--- config.mk ---
export PLATFORM = sky130hd
export DESIGN_NAME = song_recorder
export DESIGN_NICKNAME = d
export VERILOG_FILES = /design/src/rtl/song_pkg.sv /design/src/rtl/song_recorder_beat_accumulator.sv /design/src/rtl/song_recorder.sv
export SDC_FILE = /design/constraint.sdc
export NUM_CORES = 1
export LEC_CHECK = 0
export ABC_AREA = 1
export CAP_MARGIN = 25
export CORE_MARGIN = 2
export CORE_UTILIZATION = 47
export DETAILED_ROUTE_END_ITERATION = 10
export PLACE_DENSITY = 0.77
export SYNTH_ARGS = -nofsm -noshare
export SYNTH_HDL_FRONTEND = slang
export SYNTH_SLANG_ARGS = --single-unit
--- constraint.sdc ---
create_clock -name clk_i -period 2.1 [get_ports clk_i]
set_input_delay 0.63 -clock clk_i [delete_from_list [all_inputs] [get_ports clk_i]]
set_output_delay 0.63 -clock clk_i [all_outputs]
set_load 0.01 [all_outputs]
--- src/rtl/song_pkg.sv ---
// Song-memory word format shared by the recorder and the song reader,
// plus the recorder state encoding and word-building helpers.
package song_pkg;

  localparam int SONG_LEN = 128;
  localparam int ADDR_W   = 7;
  localparam int DUR_MAX  = 63;

  localparam int ADV_BIT = 15;
  localparam int NOTE_HI = 14;
  localparam int NOTE_LO = 9;
  localparam int DUR_HI  = 8;
  localparam int DUR_LO  = 3;

  localparam logic [15:0]       REST_WORD = 16'h8000;
  localparam logic [ADDR_W-1:0] ADDR_LAST = ADDR_W'(SONG_LEN - 1);

  typedef enum logic [2:0] {
    S_IDLE,
    S_REC,
    S_WR_ADV,
    S_WR_NOTE,
    S_FLUSH,
    S_PAD,
    S_DONE
  } rec_state_e;

  function automatic logic [15:0] note_word(input logic [5:0] note, input logic [5:0] dur);
    logic [15:0] w;
    w = '0;
    w[NOTE_HI:NOTE_LO] = note;
    w[DUR_HI:DUR_LO]   = dur;
    return w;
  endfunction

  function automatic logic [15:0] adv_word(input logic [5:0] beats);
    logic [15:0] w;
    w = '0;
    w[ADV_BIT]       = 1'b1;
    w[DUR_HI:DUR_LO] = beats;
    return w;
  endfunction

  function automatic logic [5:0] sat_inc(input logic [5:0] val, input logic inc);
    return (inc && (val != 6'(DUR_MAX))) ? val + 6'd1 : val;
  endfunction

endpackage

--- src/rtl/song_recorder_beat_accumulator.sv ---
// Saturating 6-bit beat counter with clear; a beat landing on the clear
// cycle is kept so the next advance word never loses it.
module dffr #(
  parameter int W = 1
) (
  input  logic         clk_i,
  input  logic         reset_i,
  input  logic [W-1:0] d_i,
  output logic [W-1:0] q_o
);
  always_ff @(posedge clk_i) begin
    if (reset_i) q_o <= '0;
    else         q_o <= d_i;
  end
endmodule

module beat_accumulator
  import song_pkg::*;
(
  input  logic       clk_i,
  input  logic       reset_i,
  input  logic       clr_i,
  input  logic       inc_i,
  output logic [5:0] elapsed_o,
  output logic       sat_o
);
  logic [5:0] elapsed_d;
  logic [5:0] elapsed_q;

  assign elapsed_d = clr_i ? {5'd0, inc_i} : sat_inc(elapsed_q, inc_i);

  dffr #(.W(6)) u_elapsed (
    .clk_i  (clk_i),
    .reset_i(reset_i),
    .d_i    (elapsed_d),
    .q_o    (elapsed_q)
  );

  assign elapsed_o = elapsed_q;
  assign sat_o     = (elapsed_q == 6'(DUR_MAX));
endmodule

--- src/rtl/song_recorder.sv ---
// Encodes live notes plus beat gaps into song RAM words; all outputs registered.
// state     | meaning
// IDLE      | waiting for record
// REC       | accepting notes, counting beats
// WR_ADV    | advance word on the bus, note word queued
// WR_NOTE   | note word on the bus
// FLUSH     | trailing advance (if any) on the bus
// PAD       | filling the rest of the song with rest words
// DONE      | slot 127 written, back to IDLE next cycle
module song_recorder
  import song_pkg::*;
(
  input  logic        clk_i,
  input  logic        reset_i,
  input  logic        record_i,
  input  logic        stop_i,
  input  logic [1:0]  song_i,
  input  logic        beat_i,
  input  logic        note_valid_i,
  input  logic [5:0]  note_i,
  input  logic [5:0]  dur_i,
  output logic        note_ready_o,
  output logic        wr_en_o,
  output logic [8:0]  wr_addr_o,
  output logic [15:0] wr_data_o,
  output logic        busy_o,
  output logic        rec_done_o,
  output logic        overflow_o
);

  rec_state_e        state_q, state_d;
  logic [ADDR_W-1:0] addr_q, addr_d;
  logic [1:0]        song_q, song_d;
  logic [5:0]        note_q, note_d, dur_q, dur_d;
  logic              stop_pend_q, stop_pend_d;
  logic              wr_en_q, wr_en_d;
  logic [8:0]        wr_addr_q, wr_addr_d;
  logic [15:0]       wr_data_q, wr_data_d;
  logic              note_ready_q, busy_q, rec_done_q, rec_done_d, overflow_q, overflow_d;

  logic       acc_clr, acc_inc, sat, accept, full;
  logic [5:0] elapsed, elapsed_eff;

  beat_accumulator u_acc (
    .clk_i    (clk_i),
    .reset_i  (reset_i),
    .clr_i    (acc_clr),
    .inc_i    (acc_inc),
    .elapsed_o(elapsed),
    .sat_o    (sat)
  );

  always_comb begin
    state_d     = state_q;
    addr_d      = addr_q;
    song_d      = song_q;
    note_d      = note_q;
    dur_d       = dur_q;
    stop_pend_d = stop_pend_q;
    overflow_d  = overflow_q;
    wr_en_d     = 1'b0;
    wr_data_d   = wr_data_q;
    wr_addr_d   = {song_q, addr_q};
    rec_done_d  = 1'b0;
    acc_clr     = 1'b0;
    acc_inc     = beat_i && (state_q inside {S_REC, S_WR_ADV, S_WR_NOTE});
    accept      = note_valid_i && note_ready_q;
    elapsed_eff = sat_inc(elapsed, acc_inc);
    full        = (addr_q == ADDR_LAST);

    case (state_q)
      S_IDLE: if (record_i) begin
        song_d      = song_i;
        addr_d      = '0;
        overflow_d  = 1'b0;
        stop_pend_d = 1'b0;
        acc_clr     = 1'b1;
        state_d     = S_REC;
      end
      S_REC: begin
        if (accept) begin
          note_d      = note_i;
          dur_d       = dur_i;
          stop_pend_d = stop_i;
          wr_en_d     = 1'b1;
          if (elapsed_eff != 6'd0) begin
            wr_data_d = adv_word(elapsed_eff);
            state_d   = S_WR_ADV;
          end else begin
            wr_data_d = note_word(note_i, dur_i);
            state_d   = S_WR_NOTE;
          end
        end else if (stop_i) begin
          state_d   = S_FLUSH;
          wr_en_d   = (elapsed_eff != 6'd0);
          wr_data_d = adv_word(elapsed_eff);
        end else if (sat) begin
          wr_en_d   = 1'b1;
          wr_data_d = adv_word(6'(DUR_MAX));
          acc_clr   = 1'b1;
        end
      end
      S_WR_ADV: begin
        stop_pend_d = stop_pend_q | stop_i;
        acc_clr     = 1'b1;
        wr_en_d     = 1'b1;
        wr_data_d   = note_word(note_q, dur_q);
        state_d     = S_WR_NOTE;
      end
      S_WR_NOTE: begin
        state_d = S_REC;
        if (stop_pend_q || stop_i) begin
          stop_pend_d = 1'b0;
          state_d     = S_FLUSH;
          wr_en_d     = (elapsed_eff != 6'd0);
          wr_data_d   = adv_word(elapsed_eff);
        end
      end
      S_FLUSH, S_PAD: begin
        wr_en_d   = 1'b1;
        wr_data_d = REST_WORD;
        state_d   = S_PAD;
        if (full) begin
          rec_done_d = 1'b1;
          state_d    = S_DONE;
        end
      end
      S_DONE:  state_d = S_IDLE;
      default: state_d = S_IDLE;
    endcase

    // Slot 127 is reserved for the closing rest; any recording write landing there ends the song.
    if (wr_en_d && full && (state_q inside {S_REC, S_WR_ADV, S_WR_NOTE})) begin
      wr_data_d  = REST_WORD;
      overflow_d = 1'b1;
      rec_done_d = 1'b1;
      state_d    = S_DONE;
    end
    if (wr_en_d) addr_d = addr_q + 7'd1;
  end

  always_ff @(posedge clk_i) begin
    if (reset_i) begin
      state_q      <= S_IDLE;
      addr_q       <= '0;
      song_q       <= '0;
      note_q       <= '0;
      dur_q        <= '0;
      stop_pend_q  <= 1'b0;
      wr_en_q      <= 1'b0;
      wr_addr_q    <= '0;
      wr_data_q    <= '0;
      note_ready_q <= 1'b0;
      busy_q       <= 1'b0;
      rec_done_q   <= 1'b0;
      overflow_q   <= 1'b0;
    end else begin
      state_q      <= state_d;
      addr_q       <= addr_d;
      song_q       <= song_d;
      note_q       <= note_d;
      dur_q        <= dur_d;
      stop_pend_q  <= stop_pend_d;
      wr_en_q      <= wr_en_d;
      wr_addr_q    <= wr_addr_d;
      wr_data_q    <= wr_data_d;
      note_ready_q <= (state_d == S_REC);
      busy_q       <= (state_d != S_IDLE);
      rec_done_q   <= rec_done_d;
      overflow_q   <= overflow_d;
    end
  end

  assign note_ready_o = note_ready_q;
  assign wr_en_o      = wr_en_q;
  assign wr_addr_o    = wr_addr_q;
  assign wr_data_o    = wr_data_q;
  assign busy_o       = busy_q;
  assign rec_done_o   = rec_done_q;
  assign overflow_o   = overflow_q;

endmodule

; Word level (Yosys, flattened, before mapping)
; Index checks and enable logic that the tools add are counted.
; W data, S select, Z words.
[word_totals]
mem_bits_ro = 0
latch_bits = 0
output_inout_bits = 30
memories = 0
word_cells = 100
in_bits = 20
ramBits = 0
reg_bits = 61
[classes]
n_shift = 0
n_reduce_logical = 28
n_eq_ne = 15
n_lt_le_gt_ge = 0
add_sub_neg = 2
n_mux = 38
n_mul = 0
div_mod_pow = 0
bitwise = 1
[ops]
columns = operator, n
row1 = $mux W16, 6
row2 = $pmux W16 S4, 1
row3 = $mux W7, 3
row4 = $mux W1, 17
row5 = $mux W3, 5
row6 = $pmux W3 S5, 1
row7 = $reduce_and A2 Y1, 4
row8 = $reduce_bool A2 Y1, 4
row9 = $reduce_bool A4 Y1, 2
row10 = $add A7 B1 Y7 const B, 1
row11 = $eq A7 B7 Y1 const B, 1
row12 = $add A6 B1 Y6 const B, 1
row13 = $eq A3 B1 Y1 const B, 2
row14 = $eq A3 B2 Y1 const B, 2
row15 = $eq A3 B3 Y1 const B, 2
row16 = $eq A6 B6 Y1 const B, 1
row17 = $mux W6, 1
row18 = $ne A6 B6 Y1 const B, 1
row19 = $pmux W1 S3, 2
row20 = $reduce_and A3 Y1, 2
row21 = $reduce_bool A3 Y1, 2
row22 = $reduce_bool A6 Y1, 1
row23 = $reduce_or A2 Y1, 3
row24 = $logic_and A1 B1 Y1, 5
row25 = 13 further kinds, 14

; Depth between registers and ports, before layout
; Gate-level depths: netlist (run 1).
[logic_depth]
word_depth = 13
depth_mapped = 16
mapped_depth_nobuf = 16

; Cells and area by module
; Synthesis (run 1) repeated with hierarchy kept, for this count alone.
[unflattened]
hier_cells = 443
hier_area_um2 = 2989.1
[modules_own_cells]
columns = mod, area_per_inst_um2, instances, seq_area_each_um2, cells_per_inst
row1 = song_recorder, 2602.5, 1, 1041.0, 378
row2 = beat_accumulator, 221.5, 1, 0.0, 47
row3 = dffr, 165.2, 1, 120.1, 18

; Worst setup path before layout (run 1)
; No wires, ideal clock.
[synth_timing]
path_type = register to register
from = register u_acc.u_elapsed.q_o[0]
to = register wr_data_q[3], in the netlist wr_data_o[3]
period_less_slack_ns = 2.035
t_required_ns = 2.038
n_path_buf = 1
slack_ns = 0.065
path_stages_with_launch = 17
setup_time_ns = 0.062
arrival_ns = 1.973
path_cell_list = dfxtp_1 ha_1 nand2_1 nor2_8 inv_2 nand2_2 nand2_1 nand2_2 nand2_4 nor2_8 nand2_4 nand2_4 nand2_4 nand2_4 buf_12 nand3_2 nor2_2
[synth_between]
elab_chain_len = 10
word_cells_on_any_way = 21
cone_classes = add/sub: 1 / eq/ne: 3 / mux: 11 / reduce/logical: 6
[synth_lines]
columns = element, line_no
row1 = start: declaration, song_recorder_beat_accumulator.sv:9  ; output logic [W-1:0] q_o
row2 = start signal: assignment, song_recorder_beat_accumulator.sv:13  ; else q_o <= d_i;
row3 = branches (longest 10 deep; another with $add A6 B1 Y6), -
row4 = end signal: assignment, song_recorder.sv:166  ; wr_data_q <= wr_data_d;
row5 = end: declaration, song_recorder.sv:38  ; logic [15:0] wr_data_q, wr_data_d;
; Parallel ways; which one is timed is not known. The select of a mux whose other input is x is not followed.
; A chain may end at the register's enable or synchronous reset.

; Worst setup path in the final report (run 1)
[layout_timing]
from = input note_valid_i
to = register wr_data_q[3], in the netlist wr_data_o[3]
[layout_between]
elab_chain_len = 6
word_cells_on_any_way = 10
cone_classes = eq/ne: 1 / mux: 4 / reduce/logical: 5
[layout_lines]
columns = element, line_no
row1 = start: declaration, song_recorder.sv:19  ; input logic note_valid_i,
row2 = $logic_and A1 B1 Y1 *, song_recorder.sv:67  ; accept = note_valid_i && note_ready_q;
row3 = $mux W1, song_recorder.sv:81  ; if (accept) begin
row4 = $pmux W1 S3, song_recorder.sv:71  ; case (state_q)
row5 = $logic_and A1 B1 Y1 (2 in a row), song_recorder.sv:133  ; if (wr_en_d && full && (state_q inside {S_REC, S_WR_ADV, S_WR_NOTE})) begin
row6 = $reduce_or A2 Y1 (no source line), -
; Mark *: on every way between the ends. The rest lies on a longest branch, timed or not.

==> run_results.csv, run 1 <==
group,metric,value,unit
grt,grt_usage,24.0,%
setup_path,crit_type,"in2reg",
place,gp_congestion,0.910,
grt,grt_pass1_vias,2764,
setup_path,arrival,2.21,ns
clock_tree,clk_pin_slew_worst_paths,0.06,ns
synth,yosys_register_bits,58,
setup_path,critPathSlowestCell,"clkdlybuf4s50_1",
finish,diodes,0,
finish,fillers,471,
power_and_ir_drop,peakVddDrop,0.000529,V
clock_tree,cts_buffers,9,
timing,clock_skew,0.00732,ns
finish,final_cell_mix,"nor2_1, dfxtp_1, nand2_1, clkdlybuf4s50_1",
synth,ys.warnings.count,0,
die,dieArea,6760,um2
detailed_routing,drtAntennaViolNets,0,
setup_path,path_delay_family,"buffers and inverters",
place,buffer_ports.inserted,46,
setup_path,critical_path_required,2.33,ns
clock_tree,clk_latency,0.34,ns
die,core-area,5920,um2
timing,setup_slack,0.120,ns
detailed_routing,drcViolationCount,0,
synth,synthesis.area,2870,um2
detailed_routing,first_iter_violations,172,
flow_run,cap_violations,0,
grt,grt-ovfl-total,0,
power_and_ir_drop,cellPowerDensity,915,nW/um2
finish,syn2layout_area_growth,40.1,%
place,dpl_worst_slack,-0.480,ns
setup_path,end_kind,"flop",
clock_tree,root_buffer,"clkbuf_8",
power_and_ir_drop,leakagePower,1.79,nW
timing,post-route-min-period,1.98,ns
die,ios,50,
die,start_util,48.5,%
setup_path,cpMostUsedCell,"nor2_2",
finish,drive_gt1_share,25.9,%
synth,synth_area_per_cell,7.46,um2
setup_path,cpPeakStageDelay,0.47,ns
setup_path,crit_fanout,6,
setup_path,worstPathCellList,"clkdlybuf4s50_1 > nand2_2 > nand3_2 > o22ai_2 > nor2_2 > inv_1 > buf_4 > a21oi_1 > o21ai_0 > a21oi_2 > nor2_2",
finish,fin_area,4030,um2
detailed_routing,drt-total-wl,7.51,mm
clock_tree,clockBufferDepth,2,
clock_tree,cts.sinks,58,
grt,antenna_found_initial,0,
place,dp_hpwl,5.40,mm
setup_path,startpoint_type,"input port",
grt,grt_max_degree,20,
timing,post-route-period-util,94.3,%
setup_path,path_buf_inv,3,
grt,grt_pass1_wl,12.5,mm
timing,setup_viol_count_final,0,
finish,layout_commonest_cell,"nor2_1",
synth,yosysSeqAreaShare,40.4,%
detailed_routing,vias_per_cell,5.29,
detailed_routing,num_vias,2911,
die,die_h,82.2,um
synth,synth_cell_types,36,
die,num_rows,28,
detailed_routing,post_drt_wl_per_cell,13.7,um
die,die_x,82.2,um
clock_tree,cts_max_level,3,
finish,final_net_count,492,
clock_tree,cts_tree,"yes",
timing,hold_viol,0,
clock_tree,holdBufCountCts,0,
run_status,status,"finished clean",
timing,fmax,0.505,GHz
synth,synthCells,385,
hold_path,worstHoldPathType,"reg2reg",
timing,drv_slew,0,
place,place_area,3640,um2
detailed_routing,firstDrtPassIters,4,
## logic make-up after synthesis
family / Yosys count / synth area share, %
simple gates: 187 / 34.7
compound gates: 79 / 15.0
flops: 58 / 40.4
xor+xnor: 2 / 0.610
other cells: 1 / 0.130
fa+ha+maj: 2 / 0.871
buf+inv: 56 / 8.36
## sequential cells by signal, summed over array words and instances (netlist names)
register,count
busy_o,1
rec_done_o,1
wr_en_o,1
overflow_o,1
wr_data_o,13
state_q,3
stop_pend_q,1
wr_addr_o,9
dur_q,6
note_q,6
u_acc.u_elapsed.q_o,6
addr_q,7
note_ready_o,1
song_q,2
## cells in the mapped netlist
library cell | n | share of area [%]
nand3_2 | 9 | 3.1
ha_1 | 2 | 0.87
o22ai_1 | 1 | 0.22
clkinv_1 | 1 | 0.13
nor2_1 | 56 | 7.3
nor3_2 | 1 | 0.35
nor3_1 | 3 | 0.52
nand2_4 | 5 | 2.0
inv_2 | 2 | 0.26
nand3b_1 | 3 | 0.78
nor2_2 | 8 | 1.7
a211oi_1 | 3 | 0.78
dfxtp_1 | 58 | 40
a31oi_1 | 1 | 0.22
nor2_4 | 3 | 1.2
nor4_1 | 1 | 0.22
nor2_8 | 2 | 1.4
clkbuf_1 | 8 | 1.0
buf_1 | 1 | 0.13
o21ai_2 | 1 | 0.30
nor3_4 | 1 | 0.57
or2_2 | 8 | 1.7
nand2_2 | 6 | 1.3
a21oi_1 | 31 | 5.4
buf_12 | 1 | 0.70
inv_1 | 38 | 5.0
and2_1 | 1 | 0.22
xor2_1 | 2 | 0.61
nand3_1 | 13 | 2.3
conb_1 | 1 | 0.13
nand4_1 | 14 | 3.0
buf_2 | 2 | 0.35
nand2_1 | 53 | 6.9
a311oi_4 | 1 | 0.91
o21ai_0 | 41 | 7.1
buf_4 | 3 | 0.78
## power by group
part / internal (mW) / switching [mW] / leakage [nW]
logic: 0.475 / 0.532 / 1.18
registers: 1.21 / 0.0692 / 0.475
clock network: 0.940 / 0.458 / 0.134
## path summary, 6_finish.rpt
path | cells after the start | slack, ns | from | end
setup / recovery | 11 | 0.12 | note_valid_i | wr_data_o[3]
setup reg to reg | 16 | 0.15 | u_acc.u_elapsed.q_o[1] | addr_q[0]
hold reg to reg | 2 | 0.43 | song_q[0] | wr_addr_o[7]
hold / removal | 2 | 0.43 | song_q[0] | wr_addr_o[7]
## metrics by stage
step	hold slack, ns	cells	power [mW]	TNS (ns)	utilization, %
after global placement	0.419	532	2.21	-10.30	61.5
after detailed placement	0.421	532	2.24	-12.41	61.5
final	0.427	550	3.68	0	68.0
after global routing	0.442	550	3.87	-0.0235	68.0
after floorplan	0.410	387	1.83	0	-
after CTS	0.430	550	3.66	0	67.1
## timing repair
action,in CTS,in global routing
pin swaps,6,3
gates resized for setup,12,20
endpoints found under the hold margin,0,0
buffers inserted,2,0
setup endpoints to repair,25,28
## cell type report
cell class                      instances  area (um2)  share of cell area [%]
Sequential cell                        58        1170                    29.0
Clock inverter                          5         125                    3.11
Clock buffer                           11         141                    3.51
Timing Repair Buffer                   87         785                    19.5
Multi-Input combinational cell        273        1560                    38.7
Tap cell                               75        93.8                    2.33
Inverter                               41         154                    3.82
## worst reg2reg max path, stage by stage (launching register included)
cell and delay (ns):
dfxtp_2 0.35, ha_2 0.19, nand2_2 0.10, nor2_8 0.14
inv_2 0.05, nand2_2 0.08, nand2_1 0.06, nand2_2 0.09
nand2_4 0.07, nor2_8 0.13, nand2_4 0.07, nand2_4 0.10
nand2_8 0.08, nand2_1 0.09, inv_1 0.06, o21ai_0 0.14
inv_1 0.05
## routing by layer
metal,global-route usage [%],wire length [um]
met3,4.02,396
met4,13.3,277
met5,0,0
met2,40.2,3620
met1,29.2,3220
No activity file was read; power rests on OpenSTA's default activity.
==> run 2: changes to the inputs <==
CTS_CLUSTER_SIZE = 40   (was not set)
==> results of run 2 <==
The final DEF is identical to that of run 1; final timing and power are the same.
